File: config.mk
export PLATFORM = sky130hd
export DESIGN_NAME = icb_rr_arb_flat
export DESIGN_NICKNAME = d
export VERILOG_FILES = /design/src/rtl/icb_rr_arb_pkg.sv /design/src/rtl/icb_rr_arb_if.sv /design/src/rtl/icb_rr_arb_id_fifo.sv /design/src/rtl/icb_rr_arb.sv /design/src/flat_wrapper.sv
export SDC_FILE = /design/constraint.sdc
export NUM_CORES = 1
export LEC_CHECK = 0
export CAP_MARGIN = 20
export CELL_PAD_IN_SITES_DETAIL_PLACEMENT = 0
export CELL_PAD_IN_SITES_GLOBAL_PLACEMENT = 2
export CORE_AREA = 3 3 115 172
export CTS_BUF_LIST = sky130_fd_sc_hd__clkbuf_16
export DETAILED_ROUTE_END_ITERATION = 6
export DIE_AREA = 0 0 118 175
export HOLD_SLACK_MARGIN = 0.1
export PLACE_DENSITY_LB_ADDON = 0.3
export SLEW_MARGIN = 25
export SYNTH_ARGS = -nofsm -noshare
export SYNTH_HDL_FRONTEND = slang
export SYNTH_SLANG_ARGS = --single-unit
export TNS_END_PERCENT = 10
File: constraint.sdc
create_clock -name clk -period 4.3 [get_ports clk]
set_clock_uncertainty 0.1 [all_clocks]
set_input_delay 0.645 -clock clk [delete_from_list [all_inputs] [get_ports clk]]
set_output_delay 0.645 -clock clk [all_outputs]
set_load 0.05 [all_outputs]
File: src/rtl/icb_rr_arb_pkg.sv
// Shared widths and helpers for the two-master ICB round-robin arbiter.
package icb_rr_arb_pkg;

    localparam int MemAddrBus   = 32;
    localparam int MemBus       = 32;
    localparam int OutsDepthDef = 4;

    function automatic int mask_w(input int dw);
        return dw / 8;
    endfunction

endpackage

File: src/rtl/icb_rr_arb_if.sv
// ICB command/response bundle; "master" issues commands, "slave" accepts them.
interface icb_rr_arb_if
    import icb_rr_arb_pkg::*;
#(
    parameter int AW = MemAddrBus,
    parameter int DW = MemBus
);
    logic              cmd_valid;
    logic              cmd_ready;
    logic [AW-1:0]     cmd_addr;
    logic              cmd_read;
    logic [DW-1:0]     cmd_wdata;
    logic [DW/8-1:0]   cmd_wmask;
    logic              rsp_valid;
    logic              rsp_ready;
    logic              rsp_err;
    logic [DW-1:0]     rsp_rdata;

    modport master (
        output cmd_valid, cmd_addr, cmd_read, cmd_wdata, cmd_wmask, rsp_ready,
        input  cmd_ready, rsp_valid, rsp_err, rsp_rdata
    );

    modport slave (
        input  cmd_valid, cmd_addr, cmd_read, cmd_wdata, cmd_wmask, rsp_ready,
        output cmd_ready, rsp_valid, rsp_err, rsp_rdata
    );

endinterface

File: src/rtl/icb_rr_arb_id_fifo.sv
// In-order ID FIFO: remembers which master issued each outstanding command.
module icb_id_fifo #(
    parameter int DEPTH = 4
) (
    input  logic clk,
    input  logic rst_n,
    input  logic push,
    input  logic din,
    input  logic pop,
    output logic full,
    output logic empty,
    output logic head
);
    localparam int PW = $clog2(DEPTH);

    logic [DEPTH-1:0] mem;
    logic [PW-1:0]    wptr;
    logic [PW-1:0]    rptr;
    logic [PW:0]      cnt;
    logic             push_ok;
    logic             pop_ok;

    assign full    = (cnt == (PW+1)'(DEPTH));
    assign empty   = (cnt == '0);
    assign head    = mem[rptr];
    assign push_ok = push & ~full;
    assign pop_ok  = pop & ~empty;

    // Power-of-two depth lets the pointers wrap by plain overflow.
    always_ff @(posedge clk or negedge rst_n) begin
        if (!rst_n) begin
            mem  <= '0;
            wptr <= '0;
            rptr <= '0;
            cnt  <= '0;
        end else begin
            if (push_ok) begin
                mem[wptr] <= din;
                wptr      <= wptr + 1'b1;
            end
            if (pop_ok) begin
                rptr <= rptr + 1'b1;
            end
            case ({push_ok, pop_ok})
                2'b10:   cnt <= cnt + 1'b1;
                2'b01:   cnt <= cnt - 1'b1;
                default: cnt <= cnt;
            endcase
        end
    end

endmodule

File: src/rtl/icb_rr_arb.sv
// Two-master to one-slave ICB arbiter: round-robin grant, stall lock,
// zero-latency command path and in-order response routing.
module icb_rr_arb
    import icb_rr_arb_pkg::*;
#(
    parameter int AW         = MemAddrBus,
    parameter int DW         = MemBus,
    parameter int OUTS_DEPTH = OutsDepthDef
) (
    input  logic          clk,
    input  logic          rst_n,
    icb_rr_arb_if.slave   m0,
    icb_rr_arb_if.slave   m1,
    icb_rr_arb_if.master  s,
    output logic          busy,
    output logic          rsp_orphan
);
    logic                  sel;
    logic                  lock;
    logic                  lock_id;
    logic                  rr_last;
    logic                  sel_valid;
    logic [AW-1:0]         sel_addr;
    logic                  sel_read;
    logic [DW-1:0]         sel_wdata;
    logic [mask_w(DW)-1:0] sel_wmask;
    logic                  cmd_hs;
    logic                  fifo_full;
    logic                  fifo_empty;
    logic                  fifo_head;
    logic                  head_ready;
    logic                  rsp_pop;

    always_comb begin
        if (lock)
            sel = lock_id;
        else if (m0.cmd_valid ^ m1.cmd_valid)
            sel = m1.cmd_valid;
        else if (m0.cmd_valid)
            sel = ~rr_last;
        else
            sel = rr_last;
    end

    assign sel_valid = sel ? m1.cmd_valid : m0.cmd_valid;
    assign sel_addr  = sel ? m1.cmd_addr  : m0.cmd_addr;
    assign sel_read  = sel ? m1.cmd_read  : m0.cmd_read;
    assign sel_wdata = sel ? m1.cmd_wdata : m0.cmd_wdata;
    assign sel_wmask = sel ? m1.cmd_wmask : m0.cmd_wmask;

    assign s.cmd_valid = sel_valid & ~fifo_full;
    assign s.cmd_addr  = sel_addr;
    assign s.cmd_read  = sel_read;
    assign s.cmd_wdata = sel_wdata;
    assign s.cmd_wmask = sel_wmask;
    assign cmd_hs      = s.cmd_valid & s.cmd_ready;

    // Ready is qualified by the granted valid so idle masters never see it.
    assign m0.cmd_ready = ~sel & sel_valid & s.cmd_ready & ~fifo_full;
    assign m1.cmd_ready =  sel & sel_valid & s.cmd_ready & ~fifo_full;

    always_ff @(posedge clk or negedge rst_n) begin
        if (!rst_n) begin
            lock       <= 1'b0;
            lock_id    <= 1'b0;
            rr_last    <= 1'b1;
            rsp_orphan <= 1'b0;
        end else begin
            if (cmd_hs) begin
                lock    <= 1'b0;
                rr_last <= sel;
            end else if (s.cmd_valid) begin
                lock    <= 1'b1;
                lock_id <= sel;
            end
            if (s.rsp_valid & fifo_empty)
                rsp_orphan <= 1'b1;
        end
    end

    icb_id_fifo #(
        .DEPTH (OUTS_DEPTH)
    ) u_id_fifo (
        .clk   (clk),
        .rst_n (rst_n),
        .push  (cmd_hs),
        .din   (sel),
        .pop   (rsp_pop),
        .full  (fifo_full),
        .empty (fifo_empty),
        .head  (fifo_head)
    );

    // With nothing outstanding the response is swallowed rather than stalled.
    assign head_ready  = fifo_head ? m1.rsp_ready : m0.rsp_ready;
    assign s.rsp_ready = fifo_empty ? s.rsp_valid : head_ready;
    assign rsp_pop     = s.rsp_valid & s.rsp_ready & ~fifo_empty;

    assign m0.rsp_valid = s.rsp_valid & ~fifo_empty & ~fifo_head;
    assign m1.rsp_valid = s.rsp_valid & ~fifo_empty &  fifo_head;
    assign m0.rsp_err   = s.rsp_err;
    assign m1.rsp_err   = s.rsp_err;
    assign m0.rsp_rdata = s.rsp_rdata;
    assign m1.rsp_rdata = s.rsp_rdata;

    assign busy = lock | ~fifo_empty;

endmodule

File: src/flat_wrapper.sv
// flat-port wrapper written by rule: the top's interface ports become plain ports
module icb_rr_arb_flat import icb_rr_arb_pkg::*;
#(
    parameter int AW         = MemAddrBus,
    parameter int DW         = MemBus,
    parameter int OUTS_DEPTH = OutsDepthDef
)
  (clk, rst_n, busy, rsp_orphan, m0_cmd_valid, m0_cmd_addr, m0_cmd_read, m0_cmd_wdata, m0_cmd_wmask, m0_rsp_ready, m0_cmd_ready, m0_rsp_valid, m0_rsp_err, m0_rsp_rdata, m1_cmd_valid, m1_cmd_addr, m1_cmd_read, m1_cmd_wdata, m1_cmd_wmask, m1_rsp_ready, m1_cmd_ready, m1_rsp_valid, m1_rsp_err, m1_rsp_rdata, s_cmd_valid, s_cmd_addr, s_cmd_read, s_cmd_wdata, s_cmd_wmask, s_rsp_ready, s_cmd_ready, s_rsp_valid, s_rsp_err, s_rsp_rdata);
  icb_rr_arb_if #(.AW(AW), .DW(DW)) m0_i ();
  icb_rr_arb_if #(.AW(AW), .DW(DW)) m1_i ();
  icb_rr_arb_if #(.AW(AW), .DW(DW)) s_i ();
  input  logic clk;
  input  logic rst_n;
  output logic busy;
  output logic rsp_orphan;
  input wire logic [$bits(m0_i.cmd_valid)-1:0] m0_cmd_valid;
  input wire logic [$bits(m0_i.cmd_addr)-1:0] m0_cmd_addr;
  input wire logic [$bits(m0_i.cmd_read)-1:0] m0_cmd_read;
  input wire logic [$bits(m0_i.cmd_wdata)-1:0] m0_cmd_wdata;
  input wire logic [$bits(m0_i.cmd_wmask)-1:0] m0_cmd_wmask;
  input wire logic [$bits(m0_i.rsp_ready)-1:0] m0_rsp_ready;
  output wire logic [$bits(m0_i.cmd_ready)-1:0] m0_cmd_ready;
  output wire logic [$bits(m0_i.rsp_valid)-1:0] m0_rsp_valid;
  output wire logic [$bits(m0_i.rsp_err)-1:0] m0_rsp_err;
  output wire logic [$bits(m0_i.rsp_rdata)-1:0] m0_rsp_rdata;
  input wire logic [$bits(m1_i.cmd_valid)-1:0] m1_cmd_valid;
  input wire logic [$bits(m1_i.cmd_addr)-1:0] m1_cmd_addr;
  input wire logic [$bits(m1_i.cmd_read)-1:0] m1_cmd_read;
  input wire logic [$bits(m1_i.cmd_wdata)-1:0] m1_cmd_wdata;
  input wire logic [$bits(m1_i.cmd_wmask)-1:0] m1_cmd_wmask;
  input wire logic [$bits(m1_i.rsp_ready)-1:0] m1_rsp_ready;
  output wire logic [$bits(m1_i.cmd_ready)-1:0] m1_cmd_ready;
  output wire logic [$bits(m1_i.rsp_valid)-1:0] m1_rsp_valid;
  output wire logic [$bits(m1_i.rsp_err)-1:0] m1_rsp_err;
  output wire logic [$bits(m1_i.rsp_rdata)-1:0] m1_rsp_rdata;
  output wire logic [$bits(s_i.cmd_valid)-1:0] s_cmd_valid;
  output wire logic [$bits(s_i.cmd_addr)-1:0] s_cmd_addr;
  output wire logic [$bits(s_i.cmd_read)-1:0] s_cmd_read;
  output wire logic [$bits(s_i.cmd_wdata)-1:0] s_cmd_wdata;
  output wire logic [$bits(s_i.cmd_wmask)-1:0] s_cmd_wmask;
  output wire logic [$bits(s_i.rsp_ready)-1:0] s_rsp_ready;
  input wire logic [$bits(s_i.cmd_ready)-1:0] s_cmd_ready;
  input wire logic [$bits(s_i.rsp_valid)-1:0] s_rsp_valid;
  input wire logic [$bits(s_i.rsp_err)-1:0] s_rsp_err;
  input wire logic [$bits(s_i.rsp_rdata)-1:0] s_rsp_rdata;
  assign m0_i.cmd_valid = m0_cmd_valid;
  assign m0_i.cmd_addr = m0_cmd_addr;
  assign m0_i.cmd_read = m0_cmd_read;
  assign m0_i.cmd_wdata = m0_cmd_wdata;
  assign m0_i.cmd_wmask = m0_cmd_wmask;
  assign m0_i.rsp_ready = m0_rsp_ready;
  assign m0_cmd_ready = m0_i.cmd_ready;
  assign m0_rsp_valid = m0_i.rsp_valid;
  assign m0_rsp_err = m0_i.rsp_err;
  assign m0_rsp_rdata = m0_i.rsp_rdata;
  assign m1_i.cmd_valid = m1_cmd_valid;
  assign m1_i.cmd_addr = m1_cmd_addr;
  assign m1_i.cmd_read = m1_cmd_read;
  assign m1_i.cmd_wdata = m1_cmd_wdata;
  assign m1_i.cmd_wmask = m1_cmd_wmask;
  assign m1_i.rsp_ready = m1_rsp_ready;
  assign m1_cmd_ready = m1_i.cmd_ready;
  assign m1_rsp_valid = m1_i.rsp_valid;
  assign m1_rsp_err = m1_i.rsp_err;
  assign m1_rsp_rdata = m1_i.rsp_rdata;
  assign s_cmd_valid = s_i.cmd_valid;
  assign s_cmd_addr = s_i.cmd_addr;
  assign s_cmd_read = s_i.cmd_read;
  assign s_cmd_wdata = s_i.cmd_wdata;
  assign s_cmd_wmask = s_i.cmd_wmask;
  assign s_rsp_ready = s_i.rsp_ready;
  assign s_i.cmd_ready = s_cmd_ready;
  assign s_i.rsp_valid = s_rsp_valid;
  assign s_i.rsp_err = s_rsp_err;
  assign s_i.rsp_rdata = s_rsp_rdata;
  icb_rr_arb #(.AW(AW), .DW(DW), .OUTS_DEPTH(OUTS_DEPTH)) u_core (.clk(clk), .rst_n(rst_n), .m0(m0_i), .m1(m1_i), .s(s_i), .busy(busy), .rsp_orphan(rsp_orphan));
endmodule
==> flow_summary.json <==
{
  "die_h_um": 175,
  "reg2reg_from": "u_core.u_id_fifo.rptr[1]",
  "seq_area_frac_synth_pct": 14.8,
  "cts_resized": 0,
  "gr-usage-all-layers_pct": 9.31,
  "synth_enable_flop_cells": 0,
  "placeable_core_region_um2": 18500,
  "cp-start-kind": "input pin",
  "pin_count": 322,
  "synthDominantAreaCellType": "sky130_fd_sc_hd__mux2_4",
  "syn_area_per_cell_um2": 11.3,
  "clk_pin_slew_worst_paths_ns": 0.05,
  "detail_route.first_pass.iterations": 4,
  "ff2ff_setup_slack_ns": 1.82,
  "dp.final_hpwl_um": 9040,
  "cts-buffers-inserted": 3,
  "first_global_vias": 2294,
  "tritoncts_clock_tree": "yes",
  "min-delay-path-class": "register to register",
  "setup_total_negative_slack_ns": 0,
  "chipWidth_um": 118,
  "post_drt_via_cell_ratio": 3.44,
  "global_route_wire_length_before_repair_um": 15000,
  "placement.io_buffers": 222,
  "finish.utilization_pct": 25.1,
  "insertedDiodeCount": 0,
  "h-tree-depth": 1,
  "timing.fmax_mhz": 266,
  "leakage_nw": 1.91,
  "setup_viol_count_final": 0,
  "post_synth_num_cell_types": 32,
  "worstMarginPinSlew_ns": 0.734,
  "slew-limit-headroom_pct": 50.9,
  "synthesis.instances": 226,
  "antenna_found_initial": 2,
  "post_synth_arst_share_pct": 100,
  "cts.hold.buffers_added": 0,
  "rsz_0062_raised_after_global_routing": "false",
  "grt.overflow.total": 0,
  "crit_required_ns": 3.56,
  "average_wire_per_standard_cell_um": 16.2,
  "worst-path-max-fanout": 25,
  "numClockSinks": 15,
  "postCtsSetupBuffers": 0,
  "postSynthNetCount": 411,
  "max-clock-path-buffers": 2,
  "number_of_drc_markers_in_iteration_0": 61,
  "root_buffer_cell": "sky130_fd_sc_hd__clkbuf_16",
  "result_of_the_run": "finished clean",
  "hold_crit_start": "u_core.rsp_orphan",
  "num_rows": 61,
  "drv_slew": 0,
  "cp-end-kind": "primary output",
  "final_cells": 635,
  "synth-seq-cells": 15,
  "crit_arrival_ns": 3.01,
  "initial_core_utilization_pct": 13.7,
  "max-cap-violations": 0,
  "power-per-cell-area_nw_per_um2": 776,
  "vias": 2185,
  "yosys-top-cells-area": "sky130_fd_sc_hd__mux2_4 (42%), sky130_fd_sc_hd__buf_4 (19%), sky130_fd_sc_hd__dfrtp_1 (14%)",
  "grt_max_degree": 26,
  "fin_crit_sh_pct": 87.3,
  "power.ir.vdd_worst_mv": 0.427,
  "synth.cell_area_um2": 2550,
  "timing_worst_setup_path_type": "input pin to primary output",
  "areaGrowthSynthToFinish_pct": 82.8,
  "synth_largest_type_area_fraction_pct": 41.8,
  "numnets_final": 569,
  "yosys_warnings": 0,
  "remaining_drc_errors": 0,
  "ys.flop_type": "sky130_fd_sc_hd__dfrtp_1",
  "layout.filler_cells": 1988,
  "layout_min_cycle_time_ns": 3.75,
  "routed_wl_um": 10300,
  "gp_congestion": 0.735,
  "worstSetupStartpoint": "m1_cmd_valid",
  "layout-drive-gt1-share_pct": 24.0,
  "placed_cells": 631,
  "timing_hold_violations_final": 0,
  "fp.dieArea_um2": 20700,
  "worst_skew_pair.late_latency_ns": 0.25,
  "drtAntennaViolNets": 0
}
[synthesized netlist by cell type, types with 2 or more instances]
| library cell | n |
|---|---|
| sky130_fd_sc_hd__and2_1 | 2 |
| sky130_fd_sc_hd__buf_4 | 66 |
| sky130_fd_sc_hd__buf_6 | 7 |
| sky130_fd_sc_hd__dfrtp_1 | 14 |
| sky130_fd_sc_hd__ha_1 | 5 |
| sky130_fd_sc_hd__inv_1 | 7 |
| sky130_fd_sc_hd__mux2_2 | 5 |
| sky130_fd_sc_hd__mux2_4 | 71 |
| sky130_fd_sc_hd__mux2i_1 | 7 |
| sky130_fd_sc_hd__nand2_1 | 6 |
| sky130_fd_sc_hd__nor2_1 | 7 |
| sky130_fd_sc_hd__nor3_1 | 5 |
| sky130_fd_sc_hd__o21ai_0 | 2 |
| sky130_fd_sc_hd__xnor2_1 | 2 |
| sky130_fd_sc_hd__xor2_1 | 3 |
[metrics by stage]
step | setup WS, ns | hold slack (ns) | area, um2 | total power [mW]
floorplan | 1.82 | 0.249 | 2550 | 2.73
global placement | 0.521 | 0.359 | 4580 | 3.46
detailed placement | 0.513 | 0.378 | 4580 | 3.47
CTS | 0.511 | 0.393 | 4660 | 3.67
global route | 0.423 | 0.408 | 4660 | 3.79
finish | 0.546 | 0.384 | 4660 | 3.62
[cell families after synthesis]
kind of cell               count (synthesis)  synth area share (%)
muxes                                     83                  46.8
DFF                                       15                  14.8
AOI/OAI and AO/OA                         10                  4.17
adders and majority gates                  6                  3.24
and+or+nand+nor                           27                  5.74
xor gates and xnor gates                   5                  1.72
buffers and inverters                     80                  23.6
[cell usage in the layout (no fill, tap or decap), types with 2 or more instances in the layout]
master / count
sky130_fd_sc_hd__inv_1: 7
sky130_fd_sc_hd__clkdlybuf4s50_1: 222
sky130_fd_sc_hd__dfrtp_1: 14
sky130_fd_sc_hd__nor3_1: 5
sky130_fd_sc_hd__ha_1: 5
sky130_fd_sc_hd__xnor2_1: 2
sky130_fd_sc_hd__mux2i_1: 7
sky130_fd_sc_hd__o21ai_0: 2
sky130_fd_sc_hd__buf_12: 3
sky130_fd_sc_hd__and2_1: 2
sky130_fd_sc_hd__nand2_1: 6
sky130_fd_sc_hd__xor2_1: 3
sky130_fd_sc_hd__mux2_4: 71
sky130_fd_sc_hd__clkbuf_16: 3
sky130_fd_sc_hd__nor2_1: 7
sky130_fd_sc_hd__mux2_2: 5
[sequential cells by signal (all words and copies together) (netlist names)]
signal,cells
u_core.u_id_fifo.mem,4
u_core.u_id_fifo.cnt,3
u_core.u_id_fifo.rptr,2
u_core.u_id_fifo.wptr,2
u_core.lock,1
u_core.lock_id,1
u_core.rr_last,1
u_core.rsp_orphan,1
[per-layer routing]
layer	global-route usage, %	vias to the layer above	share of wire (%)
li1	-	1017	-
met1	10.4	971	38
met2	15.6	183	47
met3	5.70	10	14
met4	1.12	4	0.51
met5	0	-	0.26
[worst max-delay path, cell delays in order]
cell	delay, ns
sky130_fd_sc_hd__clkdlybuf4s50_1	0.51
sky130_fd_sc_hd__nor2_1	0.17
sky130_fd_sc_hd__a21oi_2	0.07
sky130_fd_sc_hd__o21ai_4	0.30
sky130_fd_sc_hd__buf_12	0.26
sky130_fd_sc_hd__mux2_4	0.32
sky130_fd_sc_hd__clkdlybuf4s50_1	0.71
[final timing paths]
kind / to / depth (start not counted)
worst min register to register: u_core.rsp_orphan / 1
worst max register to register: u_core.u_id_fifo.cnt[2] / 10
min in group asynchronous: u_core.rsp_orphan / 1
worst min-delay path: u_core.rsp_orphan / 1
max in group asynchronous: u_core.lock / 1
worst max-delay path: s_cmd_wdata[17] / 7
[power breakdown]
part	internal (mW)	leakage, nW	switching (mW)
clock	0.124	0.0409	0.0584
sequential	0.220	0.172	0.0715
combinational	1.36	1.69	1.78
[layout make-up]
class                   count  area, um2  share of cell area (%)
multi-input cells         131       1570                    33.7
repair buffers            226       2290                    49.1
flip-flops and latches     15        377                    8.08
inverters                   7       26.3                   0.564
clock buffers               3       75.1                    1.61
well taps                 252        315                    6.77
clock inverters             1       5.00                   0.107
(Power assumes the default switching activity.)
==> patch 1 (config.mk and constraints unchanged) <==
Set the package constant `MemAddrBus` to 16 (it was 32).
--- a/src/rtl/icb_rr_arb_pkg.sv
+++ b/src/rtl/icb_rr_arb_pkg.sv
@@ -1,7 +1,7 @@
 // Shared widths and helpers for the two-master ICB round-robin arbiter.
 package icb_rr_arb_pkg;
 
-    localparam int MemAddrBus   = 32;
+    localparam int MemAddrBus   = 16;
     localparam int MemBus       = 32;
     localparam int OutsDepthDef = 4;
 
Interface: changed (resized m0_cmd_addr, m1_cmd_addr and s_cmd_addr); port bits go from 322 to 274. The function was not compared with the original's and may differ.
==> patch 1 against the unedited design <==
Combinational power shrank 23%. Synthesized area decreased by 10%. Wire length down 26%. Sequential cell count is the same. Core utilization down 4.6 points. Die area is the same. Largest cell class unchanged. First-iteration DRC count fell by 33%. Total power decreased by 20%. Setup slack better by 0.018 ns. Global-route usage is 2.3 points lower. Design area shrank 18%. Synthesized cell count shrank 8.0%.
==> patch 1: results (changes against the unedited design) <==
| Metric | Value |
|---|---|
| Status | `finished clean` |
| Comb power frac | `83.7% (-3.2 points)` |
| Area contributors post-synth | `mux2_4 32%, buf_4 22%, dfrtp_1 15%, mux2_2 5.4%, buf_8 3.3%` |
| Initial antenna violation count | `0 (-2)` |
| Vias post-DR | `1,821 (-17%)` |
| Multi-input logic area | `0.00131 mm^2 (-17%)` |
| Reg2reg setup slack | `1.90 ns (+0.08 ns)` |
| RePlAce Congestion | `0.693 (-5.8%)` |
| Layout cell share with drive strength beyond 1 | `31.3% (+7.3 points)` |
| CP Max Fanout | `54 (+120%)` |
| Clock-cell share | `2.11% (+0.39 points)` |
| Peak VDD IR | `320 uV (-25%)` |
| Syn nets | `361 (-12%)` |
| Non-CTS buffers | `175 (-23%)` |
| DRT Pass-1 Iters | `2 (-2)` |
| Worst slew margin | `51.0% (+0.069 points)` |
| Dpl hpwl | `6.61 mm (-27%)` |
| Area after DPL | `0.00372 mm^2 (-19%)` |
| Fillcell total | `2,055 (+3.4%)` |
| Largest net degree at the start of global routing | `55 (+110%)` |
| WL final | `7.63 mm (-26%)` |
| Global-route wire length before repair | `11.5 mm (-24%)` |
| Buffering overhead | `44.6% (-4.5 points)` |
| Most instantiated cells after synthesis | `66 x buf_4, 49 x mux2_4, 14 x dfrtp_1` |
| Port-buffer cells | `174 (-22%)` |
| Crit path to | `s_cmd_wdata[10]` |
| Multi-input gate count | `115 (-12%)` |
| Sequential cell area share | `9.90% (+1.8 points)` |
| Vias in the first global route | `1,917 (-16%)` |
| Reg clk slew, reported paths | `0.05 ns (about the same)` |
| Final Net Count | `470 (-17%)` |
| Total GRT Usage | `6.99% (-2.3 points)` |
==> patch 1: cell count changes in the layout (fill, tap and decap cells not counted), sizes merged <==
cell	unedited run	this run
buf	4	27
clkdlybuf4s50	222	148
mux2	76	60
==> patch 1: cells by family (layout without fill, tap and decap cells) <==
group           Yosys count  after routing  share of synthesized area (%)
compound gates           10             10                           4.66
mux                      67             67                           40.7
fa+ha+maj                 6              6                           3.62
buf+inv                  78            186                           26.2
simple gates             27             27                           6.42
flops                    15             15                           16.5
xor+xnor                  5              5                           1.92
==> patch 1: metrics by stage <==
| step | power (mW) | instances | utilization [%] | hold slack (ns) | worst slack, ns |
|---|---|---|---|---|---|
| 2_1_floorplan | 2.31 | 208 | - | 0.249 | 1.79 |
| 3_3_place_gp | 2.76 | 564 | 20.1 | 0.363 | 0.538 |
| 3_5_place_dp | 2.76 | 564 | 20.1 | 0.370 | 0.549 |
| 4_1_cts | 2.95 | 568 | 20.5 | 0.391 | 0.542 |
| 5_1_grt | 3.05 | 568 | 20.5 | 0.414 | 0.470 |
| 6_report | 2.90 | 568 | 20.5 | 0.381 | 0.564 |
==> patch 1: worst max-delay path: stages <==
cell	delay (ns)
clkdlybuf4s50_1	0.52
nor2_1	0.16
a21oi_2	0.07
o21ai_4	0.15
buf_12	0.33
mux2_4	0.33
clkdlybuf4s50_1	0.71
==> patch 1: routing by layer <==
| metal | global-route usage, % | share of wire, % | up-vias | wire length, um |
|---|---|---|---|---|
| li1 | - | - | 850 | - |
| met1 | 7.41 | 36 | 802 | 2790 |
| met2 | 12.2 | 49 | 152 | 3730 |
| met3 | 3.08 | 12 | 17 | 905 |
| met4 | 2.59 | 2.8 | 0 | 210 |
| met5 | 0 | 0 | - | 0 |
==> patch 2 (same settings) <==
Made on the original files. Make the reset (`rst_n`) synchronous in 2 clocked blocks.
--- a/src/rtl/icb_rr_arb_id_fifo.sv
+++ b/src/rtl/icb_rr_arb_id_fifo.sv
@@ -27,7 +27,7 @@
     assign pop_ok  = pop & ~empty;
 
     // Power-of-two depth lets the pointers wrap by plain overflow.
-    always_ff @(posedge clk or negedge rst_n) begin
+    always_ff @(posedge clk) begin
         if (!rst_n) begin
             mem  <= '0;
             wptr <= '0;
--- a/src/rtl/icb_rr_arb.sv
+++ b/src/rtl/icb_rr_arb.sv
@@ -59,7 +59,7 @@
     assign m0.cmd_ready = ~sel & sel_valid & s.cmd_ready & ~fifo_full;
     assign m1.cmd_ready =  sel & sel_valid & s.cmd_ready & ~fifo_full;
 
-    always_ff @(posedge clk or negedge rst_n) begin
+    always_ff @(posedge clk) begin
         if (!rst_n) begin
             lock       <= 1'b0;
             lock_id    <= 1'b0;
Formal check against the unedited RTL: differs if rst_n is asserted again (counterexample within 4 cycles, from zero or initial values and one cycle with rst_n low); with rst_n held inactive, the same outputs for 10 cycles.
==> patch 2 against the unedited design <==
Count of clock-buffer cells in the layout unchanged. Sequential cell count unchanged. Synthesized area down 16%. Setup slack better by 0.030 ns. Design area down 11%. Largest cell class unchanged. Wire length up 11%.
Power is not compared: it rests on default switching activity, and its combinational part moved more than twofold at a synthesized area within 25%.
==> patch 2: results (changes against the unedited design) <==
| Metric | Value |
|---|---|
| Status | `finished clean` |
| Largest net degree at the start of global routing | `74 (+180%)` |
| Root buffer cell | `clkbuf_16` |
| Global-route wire length before repair | `16.3 mm (+8.1%)` |
| Multi-input gate count | `139 (+6.1%)` |
| Most instantiated cells after synthesis | `68 x mux2_1, 66 x buf_4, 15 x dfxtp_1` |
| Met1 WL | `4.09 mm (+5.4%)` |
| Post-synthesis xor/xnor area fraction | `1.22% (-0.50 points)` |
| Fillcell total | `2,038 (+2.5%)` |
| WL met3 | `1.65 mm (+13%)` |
| Synth async-reset ratio | `0% (-100 points)` |
| Initial antenna violation count | `1 (-1)` |
| Compound-Gate Fraction of Synth Area | `5.18% (+1.0 points)` |
| Post-synthesis adder-cell area fraction | `3.84% (+0.60 points)` |
| Final Net Count | `576 (+1.2%)` |
| Sequential cell area share | `7.23% (-0.85 points)` |
| Layout cell share with drive strength beyond 1 | `14.1% (-9.9 points)` |
| RePlAce Congestion | `0.712 (-3.1%)` |
| HP Start | `u_core.u_id_fifo.mem[0]$_SDFFE_PN0P_` |
| Crit path to | `s_cmd_wdata[13]` |
| Register area share after synthesis | `14.0% (-0.80 points)` |
| Grt met3 use | `6.12% (+0.42 points)` |
| Non-CTS buffers | `224 (-0.88%)` |
| Worst slew margin | `57.9% (+7.0 points)` |
| Dpl hpwl | `10.0 mm (+11%)` |
| M2 GR Usage | `18.0% (+2.4 points)` |
| Vias post-DR | `2,209 (+1.1%)` |
| Clock-cell share | `1.90% (+0.18 points)` |
| Worst Setup SP | `m0_cmd_valid` |
| Hold Crit Depth | `2 (+1)` |
| Initial drt markers | `37 (-39%)` |
| Finished Layout Cells | `642 (+1.1%)` |
| RR Startpoint | `u_core.u_id_fifo.rptr[1]$_SDFFE_PN0P_` |
| Fraction of area in multi-input gates | `31.1% (-2.6 points)` |
| Buffering overhead | `51.4% (+2.3 points)` |
| CP Max Fanout | `73 (+190%)` |
| Vias in the first global route | `2,453 (+6.9%)` |
| CP arrival | `2.98 ns (-0.03 ns)` |
| Post-placement setup slack | `0.543 ns (+0.0299 ns)` |
| Multiplexer share of the synthesized area | `40.9% (-5.8 points)` |
| Reg2reg setup slack | `1.52 ns (-0.30 ns)` |
| WL/cell | `17.8 um (+10%)` |
| Syn nets | `421 (+2.4%)` |
| Routing usage on met1 | `10.9% (+0.57 points)` |
| Avg Inst Size Synth | `9.10 um^2 (-19%)` |
| Final Critical Period | `3.72 ns (-0.0299 ns)` |
| R2R depth | `9 (-1)` |
| Endpoint of the worst hold path | `u_core.u_id_fifo.mem[0]$_SDFFE_PN0P_` |
| Ys flop type | `dfxtp_1` |
patch 2: cell types whose count changed after synthesis, moves of 2 or more:
cell / unedited run / this run
nor3_1: 5 / 1
or3_1: 1 / 3
nand2_1: 6 / 10
mux2_4: 71 / 0
nor2_1: 7 / 12
mux2_2: 5 / 1
dfrtp_1: 14 / 0
buf_6: 7 / 0
nand2b_1: 1 / 4
mux2_1: 0 / 68
a21oi_1: 1 / 5
buf_2: 0 / 7
dfxtp_1: 0 / 15
patch 2: through the flow:
step                      util, %  power, mW  instance area [um^2]  hold WS, ns
final                        22.4       1.33                  4150        0.368
after global routing         22.4       1.40                  4150        0.380
after floorplan                 -      0.946                  2150        0.335
after CTS                    22.4       1.36                  4150        0.370
after detailed placement     22.0       1.17                  4080        0.358
after global placement       22.0       1.17                  4080        0.349
patch 2: worst min-delay path: cells and delay by family, from the launching register on:
family	cells	cell delay (ns)
flip-flops	1	0.30
multiplexers	1	0.06
AND/OR/NAND/NOR	1	0.05
